<file path="config.mk">
export PLATFORM = sky130hd
export DESIGN_NAME = traffic_light_countdown
export DESIGN_NICKNAME = d
export VERILOG_FILES = /design/src/rtl/traffic_pkg.sv /design/src/rtl/tick_prescaler.sv /design/src/rtl/traffic_light_countdown.sv
export SDC_FILE = /design/constraint.sdc
export NUM_CORES = 1
export LEC_CHECK = 0
export CAP_MARGIN = 30
export CORE_AREA = 2 2 69 71
export CTS_BUF_LIST = sky130_fd_sc_hd__clkbuf_16
export DETAILED_ROUTE_END_ITERATION = 8
export DIE_AREA = 0 0 71 73
export PLACE_DENSITY_LB_ADDON = 0.08
export SLEW_MARGIN = 20
export SYNTH_ARGS = -nofsm -noshare
export SYNTH_HDL_FRONTEND = slang
export SYNTH_SLANG_ARGS = --single-unit
</file>
<file path="constraint.sdc">
create_clock -name clk -period 2.7 [get_ports clk]
set_clock_uncertainty 0.2 [all_clocks]
set_input_delay 0.54 -clock clk [delete_from_list [all_inputs] [get_ports clk]]
set_output_delay 0.54 -clock clk [all_outputs]
set_load 0.02 [all_outputs]
</file>
<file path="src/rtl/traffic_pkg.sv">
// Shared types and constants for the traffic-phase sequencer.
// Durations are in seconds; DECODER_MAX is the largest value the downstream 2-digit decoder shows.
package traffic_pkg;

  typedef enum logic [1:0] {
    FLASH  = 2'd0,
    RED    = 2'd1,
    GREEN  = 2'd2,
    YELLOW = 2'd3
  } traffic_state_e;

  localparam int DEF_NUMBER_WIDTH = 5;
  localparam int DEF_TICK_DIV     = 50_000_000;
  localparam int DEF_RED_TIME     = 15;
  localparam int DEF_GREEN_TIME   = 12;
  localparam int DEF_YELLOW_TIME  = 3;
  localparam int DEF_PED_MAX      = 4;
  localparam int DECODER_MAX      = 19;

  function automatic int min_int(input int a, input int b);
    return (a < b) ? a : b;
  endfunction

endpackage

</file>
<file path="src/rtl/tick_prescaler.sv">
// One-second prescaler: counts 0..pTICK_DIV-1, tick is high while the count sits at the top value.
// clear forces the count back to 0 on the next edge so a new phase starts a full second.
module tick_prescaler #(
  parameter int pTICK_DIV = 50_000_000
) (
  input  logic clk,
  input  logic rst_n,
  input  logic clear,
  output logic tick
);

  localparam int CW = $clog2(pTICK_DIV);

  logic [CW-1:0] count_q, count_d;

  assign tick = (count_q == CW'(pTICK_DIV - 1));

  always_comb begin
    count_d = count_q + CW'(1);
    if (clear || tick) begin
      count_d = '0;
    end
  end

  always_ff @(posedge clk or negedge rst_n) begin
    if (!rst_n) begin
      count_q <= '0;
    end else begin
      count_q <= count_d;
    end
  end

endmodule

</file>
<file path="src/rtl/traffic_light_countdown.sv">
// Traffic-phase sequencer RED -> GREEN -> YELLOW with a per-second countdown on number.
// Flashing yellow while disabled; pedestrian requests can only shorten GREEN.
module traffic_light_countdown
  import traffic_pkg::*;
#(
  parameter int pNUMBER_WIDTH = DEF_NUMBER_WIDTH,
  parameter int pTICK_DIV     = DEF_TICK_DIV,
  parameter int pRED_TIME     = DEF_RED_TIME,
  parameter int pGREEN_TIME   = DEF_GREEN_TIME,
  parameter int pYELLOW_TIME  = DEF_YELLOW_TIME,
  parameter int pPED_MAX      = DEF_PED_MAX
) (
  input  logic                     clk,
  input  logic                     rst_n,
  input  logic                     en,
  input  logic                     ped_req,
  output logic                     red,
  output logic                     yellow,
  output logic                     green,
  output logic [pNUMBER_WIDTH-1:0] number,
  output logic                     disp_en
);

  localparam int W = pNUMBER_WIDTH;
  localparam logic [W-1:0] RED_LD    = W'(pRED_TIME);
  localparam logic [W-1:0] GREEN_LD  = W'(pGREEN_TIME);
  localparam logic [W-1:0] YELLOW_LD = W'(pYELLOW_TIME);
  localparam logic [W-1:0] PED_LD    = W'(pPED_MAX);
  localparam logic [W-1:0] PED_ENTRY = W'(min_int(pGREEN_TIME, pPED_MAX));

  if (pTICK_DIV < 2) begin : g_chk_div
    $error("pTICK_DIV must be at least 2");
  end
  if (pRED_TIME < 1 || pRED_TIME > DECODER_MAX) begin : g_chk_red
    $error("pRED_TIME out of range");
  end
  if (pGREEN_TIME < 1 || pGREEN_TIME > DECODER_MAX) begin : g_chk_green
    $error("pGREEN_TIME out of range");
  end
  if (pYELLOW_TIME < 1 || pYELLOW_TIME > DECODER_MAX) begin : g_chk_yellow
    $error("pYELLOW_TIME out of range");
  end
  if (pPED_MAX < 1 || pPED_MAX > pGREEN_TIME - 1) begin : g_chk_ped
    $error("pPED_MAX out of range");
  end
  if (DECODER_MAX >= (1 << pNUMBER_WIDTH)) begin : g_chk_width
    $error("pNUMBER_WIDTH too narrow for the duration range");
  end

  traffic_state_e state_q;
  logic [W-1:0]   number_q;
  logic           red_q, yellow_q, green_q, disp_en_q;
  logic           flash_q, ped_q;

  logic           tick;
  logic           presc_clear_d;
  logic           ped_any_d;
  logic [W-1:0]   green_dec_d;
  logic [W-1:0]   green_next_d;

  // Restart the second on FLASH->RED and on any running->FLASH drop.
  assign presc_clear_d = (state_q == FLASH) ? en : !en;
  assign ped_any_d     = ped_q | ped_req;
  assign green_dec_d   = tick ? (number_q - W'(1)) : number_q;
  assign green_next_d  = (ped_any_d && (green_dec_d > PED_LD)) ? PED_LD : green_dec_d;

  tick_prescaler #(
    .pTICK_DIV(pTICK_DIV)
  ) u_prescaler (
    .clk  (clk),
    .rst_n(rst_n),
    .clear(presc_clear_d),
    .tick (tick)
  );

  always_ff @(posedge clk or negedge rst_n) begin
    if (!rst_n) begin
      state_q   <= FLASH;
      number_q  <= '0;
      red_q     <= 1'b0;
      yellow_q  <= 1'b0;
      green_q   <= 1'b0;
      disp_en_q <= 1'b0;
      flash_q   <= 1'b0;
      ped_q     <= 1'b0;
    end else begin
      case (state_q)
        FLASH: begin
          ped_q <= 1'b0;
          if (en) begin
            state_q   <= RED;
            number_q  <= RED_LD;
            red_q     <= 1'b1;
            yellow_q  <= 1'b0;
            green_q   <= 1'b0;
            disp_en_q <= 1'b1;
            flash_q   <= 1'b0;
          end else if (tick) begin
            flash_q  <= !flash_q;
            yellow_q <= !flash_q;
          end
        end
        default: begin
          if (!en) begin
            state_q   <= FLASH;
            red_q     <= 1'b0;
            yellow_q  <= 1'b0;
            green_q   <= 1'b0;
            disp_en_q <= 1'b0;
            flash_q   <= 1'b0;
            ped_q     <= 1'b0;
          end else if (tick && (number_q == W'(1))) begin
            red_q    <= 1'b0;
            yellow_q <= 1'b0;
            green_q  <= 1'b0;
            case (state_q)
              RED: begin
                state_q  <= GREEN;
                green_q  <= 1'b1;
                number_q <= ped_any_d ? PED_ENTRY : GREEN_LD;
                ped_q    <= 1'b0;
              end
              GREEN: begin
                // A request arriving on the last GREEN second is simply dropped.
                state_q  <= YELLOW;
                yellow_q <= 1'b1;
                number_q <= YELLOW_LD;
              end
              default: begin
                state_q  <= RED;
                red_q    <= 1'b1;
                number_q <= RED_LD;
                ped_q    <= ped_any_d;
              end
            endcase
          end else if (state_q == GREEN) begin
            number_q <= green_next_d;
          end else begin
            if (tick) begin
              number_q <= number_q - W'(1);
            end
            ped_q <= ped_any_d;
          end
        end
      endcase
    end
  end

  assign red     = red_q;
  assign yellow  = yellow_q;
  assign green   = green_q;
  assign number  = number_q;
  assign disp_en = disp_en_q;

endmodule

</file>
==> qor.csv, run 1 <==
metric;value;unit
Setup Buffers After CTS;0;
Max Buffers Root-to-Sink;2;
die area;5180;um2
startpoint types;register;
Setup Crit Path Kind;reg -> reg;
sequential-to-total area share from yosys stat;43.0;%
Slew @ Worst Pin;0.455;ns
DRC Markers;0;
Yosys cell types;43;
number of synthesis warnings;0;
reg-to-reg endpoint;number[0];
pins over their slew limit;0;
Lkg Pwr;0.00111;uW
endpoints failing setup;0;
number of synthesized flops with an enable pin;0;
cell count after synthesis;251;
routed wire length;4500;um
Pwr Density;804;nW/um2
Hold Path Class;in -> async;
H-tree lvl count;2;
# clock sinks;39;
Primary FF master, synth;dfrtp_1;
Post-DP Area;2500;um2
Worst EP required;2.66;ns
total track usage;19.2;%
Worst Setup End Kind;register;
number of global-route vias before repair;1741;
Starting DRT DRC Count;136;
f_max;393;MHz
Post-Syn Area;2270;um2
Vias per Instance;5.60;
number of port buffers;12;
fin area;2670;um2
n_diodes;0;
DRT antenna net count;0;
layout cells sized above 1;11.4;%
outcome;completed;
NumNets Final;285;
GRT overflow;0;
Post-CTS Hold Buffers;0;
#FFs+latches synth;39;
via count;1830;
CTS tree;yes;
per-cell routed wire length;13.8;um
Layout fillers;399;
first-pass GRT wire length;7880;um
setup tns final;0;ns
post-layout min period;2.54;ns
worst vdd ir;0.592;mV
CP max FO;5;
Synth Net Count;264;
fin crit share;94.2;%
I/O pins;13;
pin count of the biggest net entering global routing;27;
maxcap violations;0;
number of buffers created by CTS;5;
Core ar.;4540;um2
Worst-path clk slew;0.06;ns
Max-slew headroom;69.4;%
gpl congestion;0.810;
critical path arrival;2.50;ns
Row Count;25;
Synth Area per Inst;9.03;um2
Hold Vio Cnt, Final;0;
reg-to-reg startpoint;u_prescaler.count_q[24];
first-pass detailed-route iteration total;4;
Root Driver;clkbuf_16;
die span in y;73;um
hpwl dp;3210;um
Chip Width;71;um
Initial Util;50.0;%
P&R area growth vs syn;17.8;%
R2R depth;6;
fraction of registers with async set/reset;100;%
RSZ-0062 raised after global routing;false;
initial antenna violation count;0;
post-CTS sizing;0;
clk_lat worst skew;0.28;ns
flop-to-flop setup slack;0.16;ns
-- where the power goes --
group / total, uW / switching (uW) / internal, uW
clock: 661 / 226 / 435
combinational: 755 / 429 / 326
sequential: 732 / 65.9 / 666
-- layout by cell type, fill, tap and decap left out, types with 10 or more instances in the layout --
master,synthesis,final
o21ai_0,10,10
xor2_1,14,14
nand2_1,21,21
dfrtp_1,39,39
nor2_1,43,43
clkdlybuf4s50_1,0,11
nand4_1,11,11
nand3_1,15,15
xnor2_1,11,11
-- Yosys cell counts (2+ instances only) --
master	n	share of area [%]
a21oi_1	9	2.0
a21oi_2	2	0.77
a22o_1	2	0.77
and3_1	5	1.4
buf_2	4	0.88
clkbuf_1	4	0.66
dfrtp_1	39	43
ha_1	9	5.0
inv_1	9	1.5
mux2_2	3	1.5
nand2_1	21	3.5
nand2b_1	4	1.1
nand3_1	15	3.3
nand4_1	11	3.0
nor2_1	43	7.1
nor3_1	7	1.5
nor4b_1	2	0.77
o211ai_1	2	0.66
o21ai_0	10	2.2
o221ai_1	2	0.77
or3_1	3	0.83
xnor2_1	11	4.2
xor2_1	14	5.4
-- layer usage --
| layer | GRT usage, % | up-vias | part of all wire [%] | wire [um] |
|---|---|---|---|---|
| met5 | 0 | - | 0 | 0 |
| met4 | 6.08 | 0 | 0.64 | 29 |
| met3 | 4.14 | 2 | 3.8 | 172 |
| met2 | 33.0 | 39 | 50 | 2250 |
| met1 | 24.2 | 873 | 45 | 2050 |
| li1 | - | 916 | - | - |
-- metrics by stage --
step | std cells | hold slack (ns) | utilization, % | power (uW) | setup slack, ns
floorplan | 251 | 0.0444 | - | 1240 | 0.121
global placement | 319 | 0.266 | 55.2 | 1510 | 0.192
detailed placement | 319 | 0.273 | 55.2 | 1510 | 0.161
CTS | 327 | 0.0123 | 58.9 | 2180 | 0.146
global route | 327 | 0.0301 | 58.9 | 2300 | 0.0183
finish | 327 | 0.00523 | 58.9 | 2150 | 0.158
-- cell families (layout without fill, tap and decap cells) --
family	Yosys count	in the layout	synth area share, %
adder cells (fa/ha/maj)	9	9	4.97
multiplexers	4	4	1.93
AND/OR/NAND/NOR	124	124	28.0
XOR/XNOR	25	25	9.66
flip-flops	39	39	43.0
AO/OA/AOI/OAI	33	33	9.33
buffers and inverters	17	39	3.04
-- state kept, by name, summed over array words and instances (netlist names) --
| name | count |
|---|---|
| red | 1 |
| flash_q | 1 |
| yellow | 1 |
| disp_en | 1 |
| green | 1 |
| number | 5 |
| state_q | 2 |
| u_prescaler.count_q | 26 |
| ped_q | 1 |
-- worst max-delay path, stage by stage, from the launching register on --
cell     delay [ns]
dfrtp_1        0.40
or4_4          0.53
nor4_4         0.37
nand3_2        0.16
or4b_4         0.53
a21oi_2        0.16
nor3_1         0.07
-- layout make-up --
class / instances / area [um2] / share of cell area, %
timing repair buffer: 22 / 203 / 7.59
clock inverter: 3 / 43.8 / 1.64
clock buffer: 5 / 125 / 4.68
tap: 54 / 67.6 / 2.53
multi-input combinational: 195 / 1220 / 45.8
inverter: 9 / 33.8 / 1.26
sequential: 39 / 976 / 36.5
-- worst max-delay path by stage --
stage / endpoint / from
after floorplan: red / number[1]
after global placement: number[0] / u_prescaler.count_q[24]
after detailed placement: number[0] / u_prescaler.count_q[24]
after CTS: number[0] / u_prescaler.count_q[24]
after global routing: number[0] / u_prescaler.count_q[24]
final: number[0] / u_prescaler.count_q[24]
(Power assumes the default switching activity.)
==> inputs of run 2 (changes only) <==
--- a/config.mk
+++ b/config.mk
@@ -12,2 +12,3 @@
 export DIE_AREA = 0 0 71 73
+export HOLD_SLACK_MARGIN = 0.08
 export PLACE_DENSITY_LB_ADDON = 0.08
==> constraint.sdc (replaced) <==
create_clock -name clk -period 2.7 [get_ports clk]
set_clock_uncertainty 0.2 [all_clocks]
set_input_delay 0.81 -clock clk [delete_from_list [all_inputs] [get_ports clk]]
set_output_delay 0.81 -clock clk [all_outputs]
set_load 0.02 [all_outputs]
==> run 2 against run 1 <==
Compared with the run above: die area unchanged; total power down 5.7%; via count about the same; critical path type unchanged.
==> qor.csv, run 2 (same netlist as run 1, synthesis figures left out) <==
metric;value;unit;change
routed wire length;4510;um;+0.11%
first-pass detailed-route iteration total;4;;unchanged
total track usage;19.4;%;+0.28 points
startpoint types;register;;
post-CTS sizing;0;;unchanged
Hold Vio Cnt, Final;0;;unchanged
number of flip-flops under the largest register name;26;;unchanged
most used cells in the layout excluding fill and tap cells;nor2_1 (43), dfrtp_1 (39), nand2_1 (21);;
fin crit share;94.9;%;+0.72 points
CTS tree;yes;;
Layout Cells excl Fill;327;;unchanged
Row Count;25;;unchanged
gpl congestion;0.820;;+1.3%
Worst Setup End Kind;register;;
f_max;390;MHz;-0.75%
Lkg Pwr;0.00109;uW;-2.0%
pins over their slew limit;0;;unchanged
met1 Use GR;25.2;%;+1.1 points
GRT overflow;0;;unchanged
DRT antenna net count;0;;unchanged
Max Buffers Root-to-Sink;2;;unchanged
# clock sinks;39;;unchanged
Vias per Instance;5.60;;about the same
worst vdd ir;0.419;mV;-29%
endpoints failing setup;0;;unchanged
setup tns final;0;ns;unchanged
initial antenna violation count;0;;unchanged
P&R area growth vs syn;16.0;%;
hold path startpoint;yellow;;
reg-to-reg startpoint;u_prescaler.count_q[24];;
maxcap violations;0;;unchanged
pin count of the biggest net entering global routing;40;;+48%
die span in y;73;um;unchanged
Slew @ Worst Pin;0.488;ns;+0.0331 ns
RSZ-0062 raised after global routing;false;;
most common cell after layout, fill and taps aside;nor2_1;;
Setup Buffers After CTS;0;;unchanged
Setup Crit Path Kind;reg -> reg;;
Hold Path Class;reg -> reg;;
NumNets Final;285;;unchanged
Starting DRT DRC Count;128;;-5.9%
post-layout min period;2.56;ns;+0.0193 ns
Worst EP required;2.66;ns;about the same
Post-CTS Hold Buffers;0;;unchanged
via count;1831;;+0.055%
first-pass GRT wire length;7910;um;+0.44%
n_diodes;0;;unchanged
I/O pins;13;;unchanged
number of buffers created by CTS;5;;unchanged
Initial Util;50.0;%;unchanged
Root Driver;clkbuf_16;;
gr busiest metal;met2;;
Core ar.;4540;um2;unchanged
H-tree lvl count;2;;unchanged
number of global-route vias before repair;1757;;+0.92%
CP Launch Point;u_prescaler.count_q[24];;
number of port buffers;12;;unchanged
GR met2 Demand/Resource;31.9;%;-1.1 points
placed cell count;319;;unchanged
Top reg by flops;u_prescaler.count_q;;
Chip Width;71;um;unchanged
CP max FO;5;;unchanged
hpwl dp;3140;um;-2.3%
Max-slew headroom;67.5;%;-1.9 points
die area;5180;um2;unchanged
per-cell routed wire length;13.8;um;+0.11%
layout cells sized above 1;10.6;%;-0.73 points
outcome;completed;;
GR Util met3;3.45;%;-0.69 points
Worst-path clk slew;0.06;ns;about the same
DRC Markers;0;;unchanged
critical path arrival;2.52;ns;+0.02 ns
clk_lat worst skew;0.28;ns;about the same
Pwr Density;770;nW/um2;-4.2%
==> run 2: cell types whose count changed in the layout (fill, tap and decap cells not counted) <==
cell | before | now
buf_12 | 1 | 0
buf_4 | 9 | 10
bufinv_16 | 1 | 0
clkinv_1 | 0 | 2
clkinv_2 | 1 | 0
clkinv_4 | 1 | 0
clkinvlp_4 | 0 | 1
==> run 2: final cells by class <==
class / count / area (um2)
Clock buffer: 5 / 125
Timing Repair Buffer: 22 / 190
Sequential cell: 39 / 976
Fill cell: 407 / 1910
Clock inverter: 3 / 15.0
Multi-Input combinational cell: 195 / 1220
Inverter: 9 / 33.8
Tap cell: 54 / 67.6
==> run 2: per-stage QoR <==
step	total power [uW]	hold WS, ns	instance area, um2	worst slack, ns	util [%]
CTS	2050	0.281	2630	0.132	58.0
detailed placement	1480	0.273	2490	0.0468	54.9
finish	2020	0.278	2630	0.139	58.0
floorplan	1240	0.248	2270	0.121	-
global route	2170	0.312	2630	0.0165	58.0
global placement	1480	0.265	2490	0.0652	54.9
==> run 2: worst max-delay path, stage by stage (launching register included) <==
cell	delay, ns
dfrtp_1	0.40
or4_4	0.53
nor4_4	0.37
nand3_2	0.17
or4b_4	0.54
a21oi_2	0.17
nor3_1	0.06
==> run 2: report_power, final <==
| part | switching [uW] | internal, uW | total [uW] | leakage (uW) |
|---|---|---|---|---|
| Clock | 219 | 335 | 554 | 0.0000649 |
| Sequential | 67.4 | 666 | 733 | 0.000515 |
| Combinational | 430 | 307 | 737 | 0.000512 |
| Total | 717 | 1310 | 2020 | 0.00109 |
==> run 2: path summary, 6_finish.rpt <==
path	to	slack, ns	cells past startpoint
min in group asynchronous	u_prescaler.count_q[20]	0.38	2
setup / recovery	number[0]	0.14	6
hold reg to reg	yellow	0.28	2
hold / removal	yellow	0.28	2
setup reg to reg	number[0]	0.14	6
max in group asynchronous	u_prescaler.count_q[2]	1.58	2
==> run 2: metal layers <==
layer / wire length [um] / vias up
met3: 138 / 6
met4: 78 / 0
met5: 0 / -
li1: - / 915
met1: 2140 / 871
met2: 2160 / 39
